--- src/rtl/mem_stream_merger_pkg.sv ---
// Shared constants, types and helpers for the memory-bank stream merger.
// BANK_TAG_EN widens the merged word by a 4-bit source bank tag.
package mem_stream_merger_pkg;
  localparam int NBANK      = 12;
  localparam int DATA_W     = 36;
  localparam int ADDR_W     = 6;
  localparam int CNT_W      = ADDR_W + 1;
  localparam int BANK_IDX_W = 4;
  localparam int RD_LAT     = 2;
  localparam int FIFO_D     = 4;
`ifdef BANK_TAG_EN
  localparam int TAG_W      = 4;
`else
  localparam int TAG_W      = 0;
`endif
  localparam int OUT_W      = DATA_W + TAG_W;

  typedef logic [BANK_IDX_W-1:0] bank_idx_t;
  typedef enum logic [1:0] {IDLE, LOAD, READ, DRAIN} state_t;

  // Bank 0 has the highest priority; an empty mask selects bank 0.
  function automatic bank_idx_t lowest_bank(input logic [NBANK-1:0] m);
    bank_idx_t b;
    b = '0;
    for (int k = NBANK - 1; k >= 0; k--) begin
      if (m[k]) b = BANK_IDX_W'(k);
    end
    return b;
  endfunction

  function automatic logic [CNT_W-1:0] sat_count(input logic [CNT_W-1:0] c);
    logic [CNT_W-1:0] lim;
    lim = CNT_W'(1 << ADDR_W);
    return (c > lim) ? lim : c;
  endfunction
endpackage

--- src/rtl/mem_stream_merger_if.sv ---
// Bus bundle of the stream merger: start/counts in, bank reads out,
// registered read data in, merged valid/ready stream out, status out.
interface mem_stream_merger_if;
  import mem_stream_merger_pkg::*;

  logic                    start;
  logic [NBANK*CNT_W-1:0]  nent_i;
  logic                    rd_en;
  bank_idx_t               rd_bank;
  logic [ADDR_W-1:0]       rd_addr;
  logic [NBANK*DATA_W-1:0] rd_data_i;
  logic [OUT_W-1:0]        out_data;
  logic                    out_valid;
  logic                    out_ready;
  logic                    busy;
  logic                    done;

  // A word transfers on a rising edge where out_valid and out_ready are both
  // high; while out_valid is high and out_ready low, out_data holds steady.
  modport master (
    input  start, nent_i, rd_data_i, out_ready,
    output rd_en, rd_bank, rd_addr, out_data, out_valid, busy, done
  );
  modport slave (
    output start, nent_i, rd_data_i, out_ready,
    input  rd_en, rd_bank, rd_addr, out_data, out_valid, busy, done
  );
endinterface

--- src/rtl/mem_stream_merger_out_fifo.sv ---
// First-word-fall-through output buffer; head word and valid come straight
// from registers, and count feeds the read-credit calculation.
module merger_out_fifo #(
  parameter int W     = 36,
  parameter int DEPTH = 4
) (
  input  logic                         clk,
  input  logic                         rst_n,
  input  logic                         wr_en,
  input  logic [W-1:0]                 wr_data,
  input  logic                         pop,
  output logic [W-1:0]                 rd_data,
  output logic                         valid,
  output logic [$clog2(DEPTH+1)-1:0]   count
);
  localparam int PW = (DEPTH > 1) ? $clog2(DEPTH) : 1;

  logic [W-1:0]  mem [DEPTH];
  logic [PW-1:0] wr_ptr, rd_ptr;
  logic          do_pop;

  function automatic logic [PW-1:0] next_ptr(input logic [PW-1:0] p);
    return (p == PW'(DEPTH - 1)) ? '0 : p + 1'b1;
  endfunction

  assign do_pop  = pop && valid;
  assign valid   = (count != '0);
  assign rd_data = mem[rd_ptr];

  always_ff @(posedge clk or negedge rst_n) begin
    if (!rst_n) begin
      for (int i = 0; i < DEPTH; i++) mem[i] <= '0;
      wr_ptr <= '0;
      rd_ptr <= '0;
      count  <= '0;
    end else begin
      if (wr_en) begin
        mem[wr_ptr] <= wr_data;
        wr_ptr      <= next_ptr(wr_ptr);
      end
      if (do_pop) rd_ptr <= next_ptr(rd_ptr);
      case ({wr_en, do_pop})
        2'b10:   count <= count + 1'b1;
        2'b01:   count <= count - 1'b1;
        default: count <= count;
      endcase
    end
  end
endmodule

--- src/rtl/mem_stream_merger.sv ---
// Drains non-empty memory banks in priority order into one valid/ready stream.
// BANK_TAG_EN appends the source bank index above the data bits.
module mem_stream_merger
  import mem_stream_merger_pkg::*;
(
  input  logic                clk,
  input  logic                rst_n,
  mem_stream_merger_if.master bus
);
  localparam int FC_W = $clog2(FIFO_D + 1);

  state_t            state, state_d;
  logic [CNT_W-1:0]  cnt_q [NBANK];
  logic [NBANK-1:0]  mask, load_mask, mask_clr;
  bank_idx_t         cur_bank;
  logic [ADDR_W-1:0] addr;
  logic [RD_LAT-1:0] pv;
  bank_idx_t         pb [RD_LAT];
  logic [FC_W-1:0]   fifo_count;
  logic              rd_fire, last_rd, credit_ok, pop, fifo_valid, done_d, done_q;
  logic [DATA_W-1:0] cap_data;
  logic [OUT_W-1:0]  wr_word, fifo_word;
  int                inflight;

  always_comb begin
    load_mask = '0;
    for (int k = 0; k < NBANK; k++) load_mask[k] = |bus.nent_i[k*CNT_W +: CNT_W];
  end

  // Credit covers both FIFO occupancy and reads still travelling through memory.
  always_comb begin
    inflight = 0;
    for (int i = 0; i < RD_LAT; i++) inflight = inflight + (pv[i] ? 1 : 0);
    credit_ok = (int'(fifo_count) + inflight) < FIFO_D;
  end

  assign pop      = fifo_valid && bus.out_ready;
  assign mask_clr = mask & ~(NBANK'(1) << cur_bank);
  assign last_rd  = ({1'b0, addr} == cnt_q[cur_bank] - CNT_W'(1));

  always_ff @(posedge clk or negedge rst_n) begin
    if (!rst_n) state <= IDLE;
    else        state <= state_d;
  end

  always_comb begin
    state_d = state;
    rd_fire = 1'b0;
    done_d  = 1'b0;
    case (state)
      IDLE:  if (bus.start) state_d = LOAD;
      LOAD:  state_d = (load_mask == '0) ? DRAIN : READ;
      READ: begin
        rd_fire = credit_ok;
        if (credit_ok && last_rd && mask_clr == '0) state_d = DRAIN;
      end
      DRAIN: begin
        // Finish in the cycle the last word leaves, so done lands right after.
        if (inflight == 0 && (fifo_count == '0 || (fifo_count == FC_W'(1) && pop))) begin
          done_d  = 1'b1;
          state_d = IDLE;
        end
      end
      default: state_d = IDLE;
    endcase
  end

  always_ff @(posedge clk or negedge rst_n) begin
    if (!rst_n) begin
      for (int k = 0; k < NBANK; k++) cnt_q[k] <= '0;
      mask     <= '0;
      cur_bank <= '0;
      addr     <= '0;
      done_q   <= 1'b0;
      pv       <= '0;
      for (int i = 0; i < RD_LAT; i++) pb[i] <= '0;
    end else begin
      done_q <= done_d;
      if (state == LOAD) begin
        for (int k = 0; k < NBANK; k++) cnt_q[k] <= sat_count(bus.nent_i[k*CNT_W +: CNT_W]);
        mask     <= load_mask;
        cur_bank <= lowest_bank(load_mask);
        addr     <= '0;
      end else if (rd_fire) begin
        if (last_rd) begin
          mask     <= mask_clr;
          cur_bank <= lowest_bank(mask_clr);
          addr     <= '0;
        end else begin
          addr <= addr + 1'b1;
        end
      end
      pv[0] <= rd_fire;
      pb[0] <= cur_bank;
      for (int i = 1; i < RD_LAT; i++) begin
        pv[i] <= pv[i-1];
        pb[i] <= pb[i-1];
      end
    end
  end

  assign cap_data = bus.rd_data_i[DATA_W*int'(pb[RD_LAT-1]) +: DATA_W];
`ifdef BANK_TAG_EN
  assign wr_word = {pb[RD_LAT-1], cap_data};
`else
  assign wr_word = cap_data;
`endif

  merger_out_fifo #(.W(OUT_W), .DEPTH(FIFO_D)) u_fifo (
    .clk     (clk),
    .rst_n   (rst_n),
    .wr_en   (pv[RD_LAT-1]),
    .wr_data (wr_word),
    .pop     (pop),
    .rd_data (fifo_word),
    .valid   (fifo_valid),
    .count   (fifo_count)
  );

  assign bus.rd_en     = rd_fire;
  assign bus.rd_bank   = cur_bank;
  assign bus.rd_addr   = addr;
  assign bus.out_data  = fifo_word;
  assign bus.out_valid = fifo_valid;
  assign bus.busy      = (state != IDLE);
  assign bus.done      = done_q;
endmodule

--- src/flat_wrapper.sv ---
// flat-port wrapper written by rule: the top's interface ports become plain ports
module mem_stream_merger_flat import mem_stream_merger_pkg::*;
  (clk, rst_n, bus_start, bus_nent_i, bus_rd_data_i, bus_out_ready, bus_rd_en, bus_rd_bank, bus_rd_addr, bus_out_data, bus_out_valid, bus_busy, bus_done);
  mem_stream_merger_if bus_i ();
  input  logic clk;
  input  logic rst_n;
  input wire logic [$bits(bus_i.start)-1:0] bus_start;
  input wire logic [$bits(bus_i.nent_i)-1:0] bus_nent_i;
  input wire logic [$bits(bus_i.rd_data_i)-1:0] bus_rd_data_i;
  input wire logic [$bits(bus_i.out_ready)-1:0] bus_out_ready;
  output wire logic [$bits(bus_i.rd_en)-1:0] bus_rd_en;
  output wire logic [$bits(bus_i.rd_bank)-1:0] bus_rd_bank;
  output wire logic [$bits(bus_i.rd_addr)-1:0] bus_rd_addr;
  output wire logic [$bits(bus_i.out_data)-1:0] bus_out_data;
  output wire logic [$bits(bus_i.out_valid)-1:0] bus_out_valid;
  output wire logic [$bits(bus_i.busy)-1:0] bus_busy;
  output wire logic [$bits(bus_i.done)-1:0] bus_done;
  assign bus_i.start = bus_start;
  assign bus_i.nent_i = bus_nent_i;
  assign bus_i.rd_data_i = bus_rd_data_i;
  assign bus_i.out_ready = bus_out_ready;
  assign bus_rd_en = bus_i.rd_en;
  assign bus_rd_bank = bus_i.rd_bank;
  assign bus_rd_addr = bus_i.rd_addr;
  assign bus_out_data = bus_i.out_data;
  assign bus_out_valid = bus_i.out_valid;
  assign bus_busy = bus_i.busy;
  assign bus_done = bus_i.done;
  mem_stream_merger u_core (.clk(clk), .rst_n(rst_n), .bus(bus_i));
endmodule
--- config.mk ---
export PLATFORM = sky130hd
export DESIGN_NAME = mem_stream_merger_flat
export DESIGN_NICKNAME = d
export VERILOG_FILES = /design/src/rtl/mem_stream_merger_pkg.sv /design/src/rtl/mem_stream_merger_if.sv /design/src/rtl/mem_stream_merger_out_fifo.sv /design/src/rtl/mem_stream_merger.sv /design/src/flat_wrapper.sv
export SDC_FILE = /design/constraint.sdc
export NUM_CORES = 1
export LEC_CHECK = 0
export CORE_AREA = 2 2 222 224
export DETAILED_ROUTE_END_ITERATION = 6
export DIE_AREA = 0 0 224 226
export PLACE_DENSITY_LB_ADDON = 0.15
export SYNTH_ARGS = -nofsm -noshare
export SYNTH_HDL_FRONTEND = slang
export SYNTH_SLANG_ARGS = --single-unit
--- constraint.sdc ---
create_clock -name clk -period 3.6 [get_ports clk]
set_input_delay 0.72 -clock clk [delete_from_list [all_inputs] [get_ports clk]]
set_output_delay 0.72 -clock clk [all_outputs]
set_load 0.1 [all_outputs]
# Word-level counts from Yosys, hierarchy flattened

Cells that the tools add are included.

Flip-flop bits (word level): 270
Input bits: 520
Output and inout bits: 50
Logic and storage cells: 171

Add/sub/neg operators: 8
Multiply operators: 1
$lt $le $gt $ge: 17
Equal/unequal tests: 12
Shift operators: 2
Mux-type cells: 67
Bitwise gates (word level): 5
Reductions and logical operators: 32

Operator list:

| kind                                                                   | count |
|---|---|
| 432-bit by 32-bit indexed part select with 36-bit output               | 1 |
| 144-bit bitwise mux                                                    | 1 |
| 36-bit 2-to-1 mux                                                      | 3 |
| 4-bit 2-to-1 mux                                                       | 27 |
| 7-bit 2-to-1 mux                                                       | 14 |
| 7-bit > comparator (second input constant)                             | 12 |
| 7-bit OR reduction                                                     | 12 |
| 36-bit binary-select mux with 2-bit select                             | 1 |
| 36-bit demux with 2-bit select                                         | 1 |
| 12-bit 2-to-1 mux                                                      | 3 |
| 32-bit adder                                                           | 1 |
| 4-bit by 32-bit adder with 32-bit output                               | 1 |
| 32-bit logical NOT                                                     | 1 |
| 32-bit by 4-bit < comparator with 1-bit output (second input constant) | 1 |
| 7-bit binary-select mux with 4-bit select                              | 1 |
| 12-bit logical NOT                                                     | 2 |
| 6-bit 2-to-1 mux                                                       | 3 |
| 12-bit AND                                                             | 1 |
| 12-bit inverter                                                        | 1 |
| 1-bit by 4-bit left shift with 12-bit output (first input constant)    | 1 |
| 2-bit == test (second input constant)                                  | 5 |
| 2-bit 2-to-1 mux                                                       | 5 |
| 4-bit by 4-bit multiplier with 8-bit output (first input constant)     | 1 |
| 2-bit one-hot mux with 4 select lines                                  | 1 |
| 25 further kinds                                                       | 44 |

# Longest topological paths before layout

Gate-level depths: netlist of the first run.

Word-level depth: 18
Gate-level depth with buffers: 15
Gate-level depth less buffers: 12

# Modules after synthesis

Synthesis of the first run repeated with hierarchy kept, for this count alone.

Cell total of the unflattened synthesis: 1361
Area total of the unflattened synthesis: 16507.1 um^2

By module, submodules not included:

| module            | instances | cells an instance | area each (um^2) | seq. area each (um^2) |
|---|---|---|---|---|
| mem_stream_merger | 1         | 977               | 9836.9           | 2977.9 |
| merger_out_fifo   | 1         | 384               | 6670.1           | 3778.6 |

# Worst setup path after synthesis of the first run

No wires, ideal clock.

Kind: reg-to-reg
From: reg u_core.cur_bank[1], in the netlist u_core.bus.rd_bank[1]
To: reg u_core.cur_bank[0], in the netlist u_core.bus.rd_bank[0]
Setup time: 0.125 ns
Arrival: 3.782 ns
Required time: 3.475 ns
Slack: -0.307 ns
Cell stages (with the launch flop): 14
Buffers on the path: 3
Clock period less this slack: 3.907 ns
Path through: dfrtp_1 -> buf_6 -> buf_12 -> buf_12 -> mux2i_1 -> a22oi_1 -> a31oi_1 -> ha_1 -> nand2b_1 -> nor4_1 -> or4_4 -> o211a_4 -> nor2_8 -> mux2_4

Cells in the longest elaborated chain, start to end: 18
Elaborated cells between the ends (all ways): 26
Those cells by class: add/sub (1); eq/ne (1); shift (1); mux (18); bitwise (3); reduce/logical (2)

Ends and longest elaborated chain:

| what                                         | line                        | text |
|---|---|---|
| start, declared                              | mem_stream_merger.sv:15     | `bank_idx_t cur_bank;` |
| start signal, assigned                       | mem_stream_merger.sv:82     | `cur_bank <= lowest_bank(load_mask);` |
| start signal, assigned                       | mem_stream_merger.sv:87     | `cur_bank <= lowest_bank(mask_clr);` |
| 1-bit by 4-bit left shift with 12-bit output | mem_stream_merger.sv:38     | `assign mask_clr = mask & ~(NBANK'(1) << cur_bank);` |
| 12-bit inverter                              | mem_stream_merger.sv:38     |  |
| 12-bit AND                                   | mem_stream_merger.sv:38     |  |
| 4-bit 2-to-1 mux (12 in series)              | mem_stream_merger_pkg.sv:26 | `if (m[k]) b = BANK_IDX_W'(k);` |
| 4-bit 2-to-1 mux                             | mem_stream_merger.sv:85     | `if (last_rd) begin` |
| 4-bit 2-to-1 mux                             | mem_stream_merger.sv:84     | `end else if (rd_fire) begin` |
| 4-bit 2-to-1 mux                             | mem_stream_merger.sv:79     | `if (state == LOAD) begin` |

Several ways; a longest one is shown, not always the timed one. The select of a mux whose other input is x is not followed.
A chain may end at the register's enable or synchronous reset.

# Worst setup path after layout of the first run

From: reg u_core.cur_bank[0], in the netlist u_core.bus.rd_bank[0]
To: reg u_core.cur_bank[0], in the netlist u_core.bus.rd_bank[0]

Same word-level chain as after synthesis.

==> results of run 1 <==
[power by group through the flow]
stage	Sequential (mW)	Clock (mW)	Combinational, mW
after floorplan	5.16	0	8.18
after global placement	5.49	0	11.2
after detailed placement	5.54	0	11.4
after CTS	5.49	3.35	11.4
after global routing	5.65	3.48	12.1
final	5.47	3.28	11.4
[path summary, 6_finish.rpt]
check / start / to / cells after the start
min reg2reg: u_core.pb[5]$_DFF_PN0_ / u_core.pb[1]$_DFF_PN0_ / 0
max in group asynchronous: rst_n / u_core.u_fifo.mem[64]$_DFFE_PN0P_ / 2
max reg2reg: u_core.bus.rd_bank[0]$_DFFE_PN0P_ / u_core.bus.rd_bank[0]$_DFFE_PN0P_ / 9
max: u_core.bus.rd_bank[0]$_DFFE_PN0P_ / u_core.bus.rd_bank[0]$_DFFE_PN0P_ / 9
min in group clk: u_core.pb[5]$_DFF_PN0_ / u_core.pb[1]$_DFF_PN0_ / 0
min: rst_n / u_core.u_fifo.mem[124]$_DFFE_PN0P_ / 1
[metal layers]
layer,vias to the layer above,global-route usage (%)
li1,6651,-
met1,7272,35.21
met2,369,43.82
met3,52,4.424
met4,6,3.290
met5,-,0
[per-stage QoR]
| step | hold slack [ns] | utilization [%] | power (mW) |
|---|---|---|---|
| 2_1_floorplan | 0.3312 | - | 13.34 |
| 3_3_place_gp | 0.3326 | 47.21 | 16.74 |
| 3_5_place_dp | 0.3356 | 47.21 | 16.93 |
| 4_1_cts | 0.1409 | 49.39 | 20.27 |
| 5_1_grt | 0.1638 | 49.41 | 21.27 |
| 6_report | 0.1431 | 49.41 | 20.10 |
[registers in the layout, summed over array words and instances (netlist names)]
register,flops
u_core.bus.done,1
u_core.bus.rd_addr,6
u_core.bus.rd_bank,4
u_core.cnt_q,84
u_core.mask,12
u_core.pb,8
u_core.pv,2
u_core.state,2
u_core.u_fifo.count,3
u_core.u_fifo.mem,144
u_core.u_fifo.rd_ptr,2
u_core.u_fifo.wr_ptr,2
[worst max-delay path, stage by stage, from the launching register on]
cell,delay (ns)
dfrtp_2,0.50
mux4_1,0.58
mux2i_1,0.27
o21ai_1,0.12
or3_4,0.43
and3_1,0.18
or4_4,0.51
o211a_4,0.30
nor2_8,0.14
mux2_4,0.32
[timing repair]
| item | CTS | global route |
|---|---|---|
| resized for setup | 1 | 2 |
| endpoints found under the setup margin | 1 | 4 |
| gates cloned | 0 | 0 |
[logic make-up after synthesis]
family                   count (synthesis)  share of synthesized area, %
AO/OA/AOI/OAI                          355                         11.94
multiplexers                           236                         26.53
XOR/XNOR                                 8                        0.4292
buffers and inverters                  201                         5.097
adder cells (fa/ha/maj)                 20                         1.533
AND/OR/NAND/NOR                        426                         13.09
flip-flops                             270                         41.39
[cell usage in the layout, fill, tap and decap left out, drive strengths merged, types with 3 or more instances in the layout]
cell             n
a21o             4
a21oi          201
a22oi           10
a31oi           12
and2             7
and3             3
buf            109
bufinv           5
clkbuf          44
clkdlybuf4s50  519
clkinv           6
dfrtp          270
ha              20
inv             87
mux2            18
mux2i           64
mux4           154
nand2           51
nand2b           6
nand3           18
nand3b          74
nor2           210
nor2b            4
nor3            10
nor3b            3
nor4            15
nor4b            4
o211ai           3
o21ai           99
o22ai            6
or3              3
or4             11
xnor2            5
xor2             3
[area by class of cell]
cell class | instances | area (sq um)
inverter | 87 | 326.6
sequential | 270 | 6773
timing repair buffer | 628 | 6183
tap | 622 | 778.2
multi-input combinational | 1045 | 8771
clock buffer | 44 | 863.3
fill | 4469 | 24460
clock inverter | 11 | 191.4
[cell usage after synthesis (all sizes together), types with 3 or more instances]
| library cell | number |
|---|---|
| dfrtp | 270 |
| nor2 | 210 |
| a21oi | 201 |
| mux4 | 154 |
| o21ai | 99 |
| inv | 87 |
| clkbuf | 83 |
| nand3b | 74 |
| mux2i | 64 |
| nand2 | 51 |
| buf | 31 |
| ha | 20 |
| mux2 | 18 |
| nand3 | 18 |
| nor4 | 15 |
| a31oi | 12 |
| or4 | 11 |
| a22oi | 10 |
| nor3 | 10 |
| and2 | 7 |
| nand2b | 6 |
| o22ai | 6 |
| xnor2 | 5 |
| a21o | 4 |
| nor2b | 4 |
| nor4b | 4 |
| and3 | 3 |
| nor3b | 3 |
| o211ai | 3 |
| or3 | 3 |
| xor2 | 3 |
==> summary.txt, run 1 <==
Run status
  • Status: finished clean

Placement
  • Gp weighted congestion: 0.9817
  • Dpl cells: 2652
  • Number of port buffers: 569
  • Placement Cell Area: 0.02282 sq mm
  • Pre-CTS setup slack: 0.1435 ns
  • DP HPWL: 52680 microns

GRT
  • Gr usage total: 25.69%
  • Largest net degree at the start of global routing: 199
  • Grt total ovfl: 0
  • First-pass GRT wire length: 97040 microns
  • Vias in the first global route: 14900
  • Initial antenna violation count: 4

Drt
  • WL/cell: 24.40 microns
  • # DRC: 0
  • Post-DRT Antenna Nets: 0
  • 1st-iter DRT viols: around 1000
  • Highest routed layer: met5
  • Drt pass-1 iters: 5
  • M1 WL: about 29000 microns
  • Met2 WL: 32480 microns
  • Routed vias/inst: around 5.3
  • Vias post-DR: 14350
  • WL final: 66050 microns
  • Routed wl met3: roughly 3600 microns

Layout
  • Layout net count: 2602
  • Share of layout cells above drive strength 1: 17.12%
  • Post-route cell area: 0.02389 sq mm
  • Area Overhead vs Synth: 46.31%
  • # diodes: 0
  • Finished Layout Cells: around 2700

Timing
  • Worst setup margin: about 0.13 ns
  • Fin Clk Skew: 0.01073 ns
  • Fmax: 288.0 MHz
  • Total negative slack: 0 ns
  • Slew margin rel.: approximately a third
  • Final Critical Period: 3.473 ns
  • Period utilization: 96.46%
  • Endpoints failing setup: 0
  • Worst-Margin Slew: 1.006 ns
  • RSZ-0062 raised after global routing: no
  • Final Hold Viols: 0
  • Final Slew Violations: 0

Worst setup path
  • Worst reg2reg setup slack: 0.13 ns
  • Worst-path fanout max: 8
  • Crit path DAT: between 3 and 4 ns
  • CP Capture Type: flop
  • CP Launch Type: flop
  • CP required: 4.05 ns
  • Critical path class: flop to flop

Synthesis
  • Yosys reg bits: 270
  • Register area share after synthesis: 41.39%
  • Ys async rst share: 100.0%
  • Synthesized instance count: about 1500
  • Area of the mapped netlist: approximately 0.016 sq mm
  • Area contributors post-synth: dfrtp_1 (41%), mux4_2 (21%), a21oi_1 (6.2%)
  • Total number of yosys warnings: 0
  • Number of synthesized flops with an enable pin: 0
  • Avg Inst Size Synth: 10.77 sq um
  • Syn Nets: roughly 2100
  • Top_reg_cell synth: dfrtp_1
  • Top-area cell type share of the netlist area: about 41%
  • Cell taking the most area after synthesis: dfrtp_1
  • Synth unique cells: 66

Clock network
  • CTS H-Tree Depth: 1
  • Setup bufs post-CTS: 0
  • CTS root buffer: clkbuf_16
  • Clock sinks: 270
  • Clock Latency Late Sink: 0.57 ns
  • CTS tree: done
  • Post-CTS Hold Buffers: 0
  • Reg clk slew, reported paths: 0.06 ns
  • Maximum clock path buffer count: 3
  • TritonCTS Buffers: 30

Power
  • NetSw: between 9 and 10 mW
  • P_int: about 11 mW
  • Logic pwr share: 56.5%
  • Sw frac: about 47%
  • PwrDens: 841.6 mW/mm^2
  • Seq pwr share: about 27%
  • Max VDD drop: 0.5278 mV
  • Leakage: 8.943 nW
  • Clk pwr share: approximately 16%

Floorplan
  • Core ar.: 0.04834 sq mm
  • Row cnt: 81
  • Die height: approximately 230 microns
  • Die width: 224 microns
  • Initial core utilization: 33.77%
  • I/O Pins: between 500 and 600
  • Die Area: between 0.05 and 0.06 sq mm

Flow run
  • Max-Cap Viols: 0

Worst hold path
  • Hold Path Class: primary input to asynchronous set/reset pin
Power figures use the tool's default switching activity.
==> run 2: changes to the inputs <==
CORE_AREA = 2 2 220 222   (was 2 2 222 224)
CTS_BUF_LIST = sky130_fd_sc_hd__clkbuf_4 sky130_fd_sc_hd__clkbuf_8   (was default)
DIE_AREA = 0 0 222 224   (was 0 0 224 226)
==> run 2 against run 1 <==
Global-route usage fell by 0.21 points. Total power shrank 0.97%. Largest cell class unchanged. Largest power group unchanged. First-iteration DRC count rose by 6.3%. Flip-flop and latch count unchanged. Final cell count rose by 0.70%. Die area is 1.8% lower. Via count increased by 0.89%. Clock skew increased by 0.013 ns.
==> summary.txt, run 2 (synthesis results as in run 1) <==
Run status
  • Status: finished clean

Timing
  • Total negative slack: 0 ns
  • Endpoints failing setup: 0
  • Final Critical Period: 3.421 ns
  • Final Slew Violations: 0
  • RSZ-0062 raised after global routing: no
  • Period utilization: roughly 95%
  • Worst-Margin Slew: around 1.2 ns
  • Fin Clk Skew: 0.02326 ns
  • Fmax: between 200 and 300 MHz
  • Slew margin rel.: 21.03%
  • Worst setup margin: 0.1788 ns
  • Final Hold Viols: 0

Floorplan
  • I/O Pins: 570
  • Die width: 222 microns
  • Die height: around 220 microns
  • Row cnt: 80
  • Core ar.: 0.04735 sq mm
  • Initial core utilization: around 34%
  • Die Area: 0.04973 sq mm

Layout
  • Layout net count: 2612
  • Commonest non-fill, non-tap cell in the layout: clkdlybuf4s50_1
  • Biggest register: u_core.u_fifo.mem
  • Most frequent cells in the layout: clkdlybuf4s50_1 (519), dfrtp_1 (261), nor2_1 (209), a21oi_1 (201), mux4_2 (152)
  • Largest registers: u_core.u_fifo.mem: 144 flops, u_core.cnt_q: 84 flops, u_core.mask: 12 flops
  • Max FFs per register: 144
  • Share of layout cells above drive strength 1: 18.45%
  • Area Overhead vs Synth: 45.96%

Power
  • Seq pwr share: roughly 27%
  • Max VDD drop: around 0.55 mV
  • NetSw: roughly 9.5 mW
  • Leakage: 8.950 nW
  • Logic pwr share: 56.9%
  • P_int: ~10 mW
  • PwrDens: 835.5 mW/mm^2
  • Sw frac: 47.51%
  • Clk pwr share: 16.0%

Clock network
  • Clock Latency Late Sink: about 0.58 ns
  • Maximum clock path buffer count: 3
  • Reg clk slew, reported paths: 0.06 ns
  • TritonCTS Buffers: 47
  • CTS root buffer: clkbuf_8
  • Clock sinks: 270
  • CTS tree: done
  • CTS H-Tree Depth: 2
  • Post-CTS Hold Buffers: 0

Drt
  • WL final: 64240 microns
  • Drt pass-1 iters: 5
  • 1st-iter DRT viols: 1039
  • WL/cell: ~24 microns
  • Routed vias/inst: between 5 and 6
  • # DRC: 0
  • Post-DRT Antenna Nets: 0
  • Vias post-DR: between 10000 and 15000

Placement
  • Number of port buffers: 569
  • Gp weighted congestion: 0.9425
  • DP HPWL: approximately 50000 microns
  • Pre-CTS setup slack: 0.1047 ns

Worst setup path
  • CP max stage delay: approximately 0.48 ns
  • Slowest cell on the critical path: dfrtp_2
  • Worst r2r src: u_core.bus.rd_bank[0]$_DFFE_PN0P_
  • Crit-path cells: buf_12 -> and2b_1 -> a22oi_1 -> a31oi_2 -> ha_2 -> nand2b_1 -> a311o_1 -> nand3_1 -> a311oi_1 -> o2111a_1 -> o211ai_2 -> a21oi_1 -> mux2_1
  • CP Capture Type: flop
  • R2r endpoint: u_core.state[1]$_DFFE_PN0P_
  • Worst reg2reg setup slack: 0.18 ns
  • CP required: 4.05 ns
  • Critical path class: flop to flop
  • CP Launch Type: flop
  • Worst-path fanout max: 27
  • Worst Path Buf+Inv: 1
  • R2R depth: 13
  • Crit path DAT: 3.87 ns
  • CP delay by family, top: compound AO/OA/AOI/OAI gates

Worst hold path
  • Hold Path Class: primary input to asynchronous set/reset pin

GRT
  • Vias in the first global route: 14920
  • First-pass GRT wire length: 95200 microns
  • Initial antenna violation count: 5
  • Gr usage total: 25.48%
  • Grt total ovfl: 0
  • Largest net degree at the start of global routing: 116

Flow run
  • Max-Cap Viols: 0
-- run 2: stage by stage --
step | util (%) | cells | area (sq um) | hold slack (ns) | total power, mW
2_1_floorplan | - | 1516 | 16330 | 0.3312 | 13.34
3_3_place_gp | 47.95 | 2635 | 22700 | 0.3340 | 16.64
3_5_place_dp | 47.95 | 2635 | 22700 | 0.3371 | 16.82
4_1_cts | 50.23 | 2720 | 23780 | 0.06911 | 20.05
5_1_grt | 50.32 | 2724 | 23820 | 0.07848 | 21.13
6_report | 50.33 | 2726 | 23830 | 0.05476 | 19.91
-- run 2: worst max path at each step --
stage,from,endpoint,slack [ns],cells after the start
floorplan,u_core.bus.rd_bank[1]$_DFFE_PN0P_,u_core.bus.rd_bank[0]$_DFFE_PN0P_,0.002,13
global placement,u_core.bus.rd_bank[1]$_DFFE_PN0P_,u_core.bus.rd_bank[0]$_DFFE_PN0P_,0.15,10
detailed placement,u_core.bus.rd_bank[1]$_DFFE_PN0P_,u_core.state[1]$_DFFE_PN0P_,0.10,13
CTS,u_core.pv[1]$_DFF_PN0_,bus_rd_en,0.09,6
global route,u_core.bus.rd_bank[0]$_DFFE_PN0P_,u_core.state[1]$_DFFE_PN0P_,0.01,13
finish,u_core.bus.rd_bank[0]$_DFFE_PN0P_,u_core.state[1]$_DFFE_PN0P_,0.18,13
-- run 2: layout make-up --
class | instances | area, sq um
diodes | 3 | 7.507
clock buffers | 74 | 943.4
clock inverters | 11 | 136.4
fillers | 4307 | 23520
inverters | 87 | 326.6
multi-input cells | 1045 | 8780
flip-flops and latches | 270 | 6773
well taps | 615 | 769.5
repair buffers | 621 | 6093
-- run 2: power groups by stage --
stage                     clock (mW)  combinational [mW]  sequential [mW]
final                           3.18                11.3             5.41
after global routing            3.42                12.1             5.58
after CTS                       3.26                11.4             5.42
after detailed placement           0                11.4             5.47
after global placement             0                11.2             5.42
after floorplan                    0                8.18             5.16
-- run 2: timing repair --
| action | CTS | global route |
|---|---|---|
| buffers inserted | 0 | 3 |
| setup endpoints to repair | 0 | 13 |
| resized for setup | 0 | 4 |
-- run 2: per-layer routing --
metal	routed length (microns)	global-route usage, %	up-vias
met1	28220	33.94	7231
li1	-	-	6704
met5	48	0	-
met3	4067	6.348	85
met2	30880	42.44	449
met4	1024	4.882	8
==> run 3: changes to the inputs <==
ABC_CLOCK_PERIOD_IN_PS = 3600   (was default)
==> results of run 3 <==
Same layout as run 2: the final DEF is identical, and so are final timing and power.
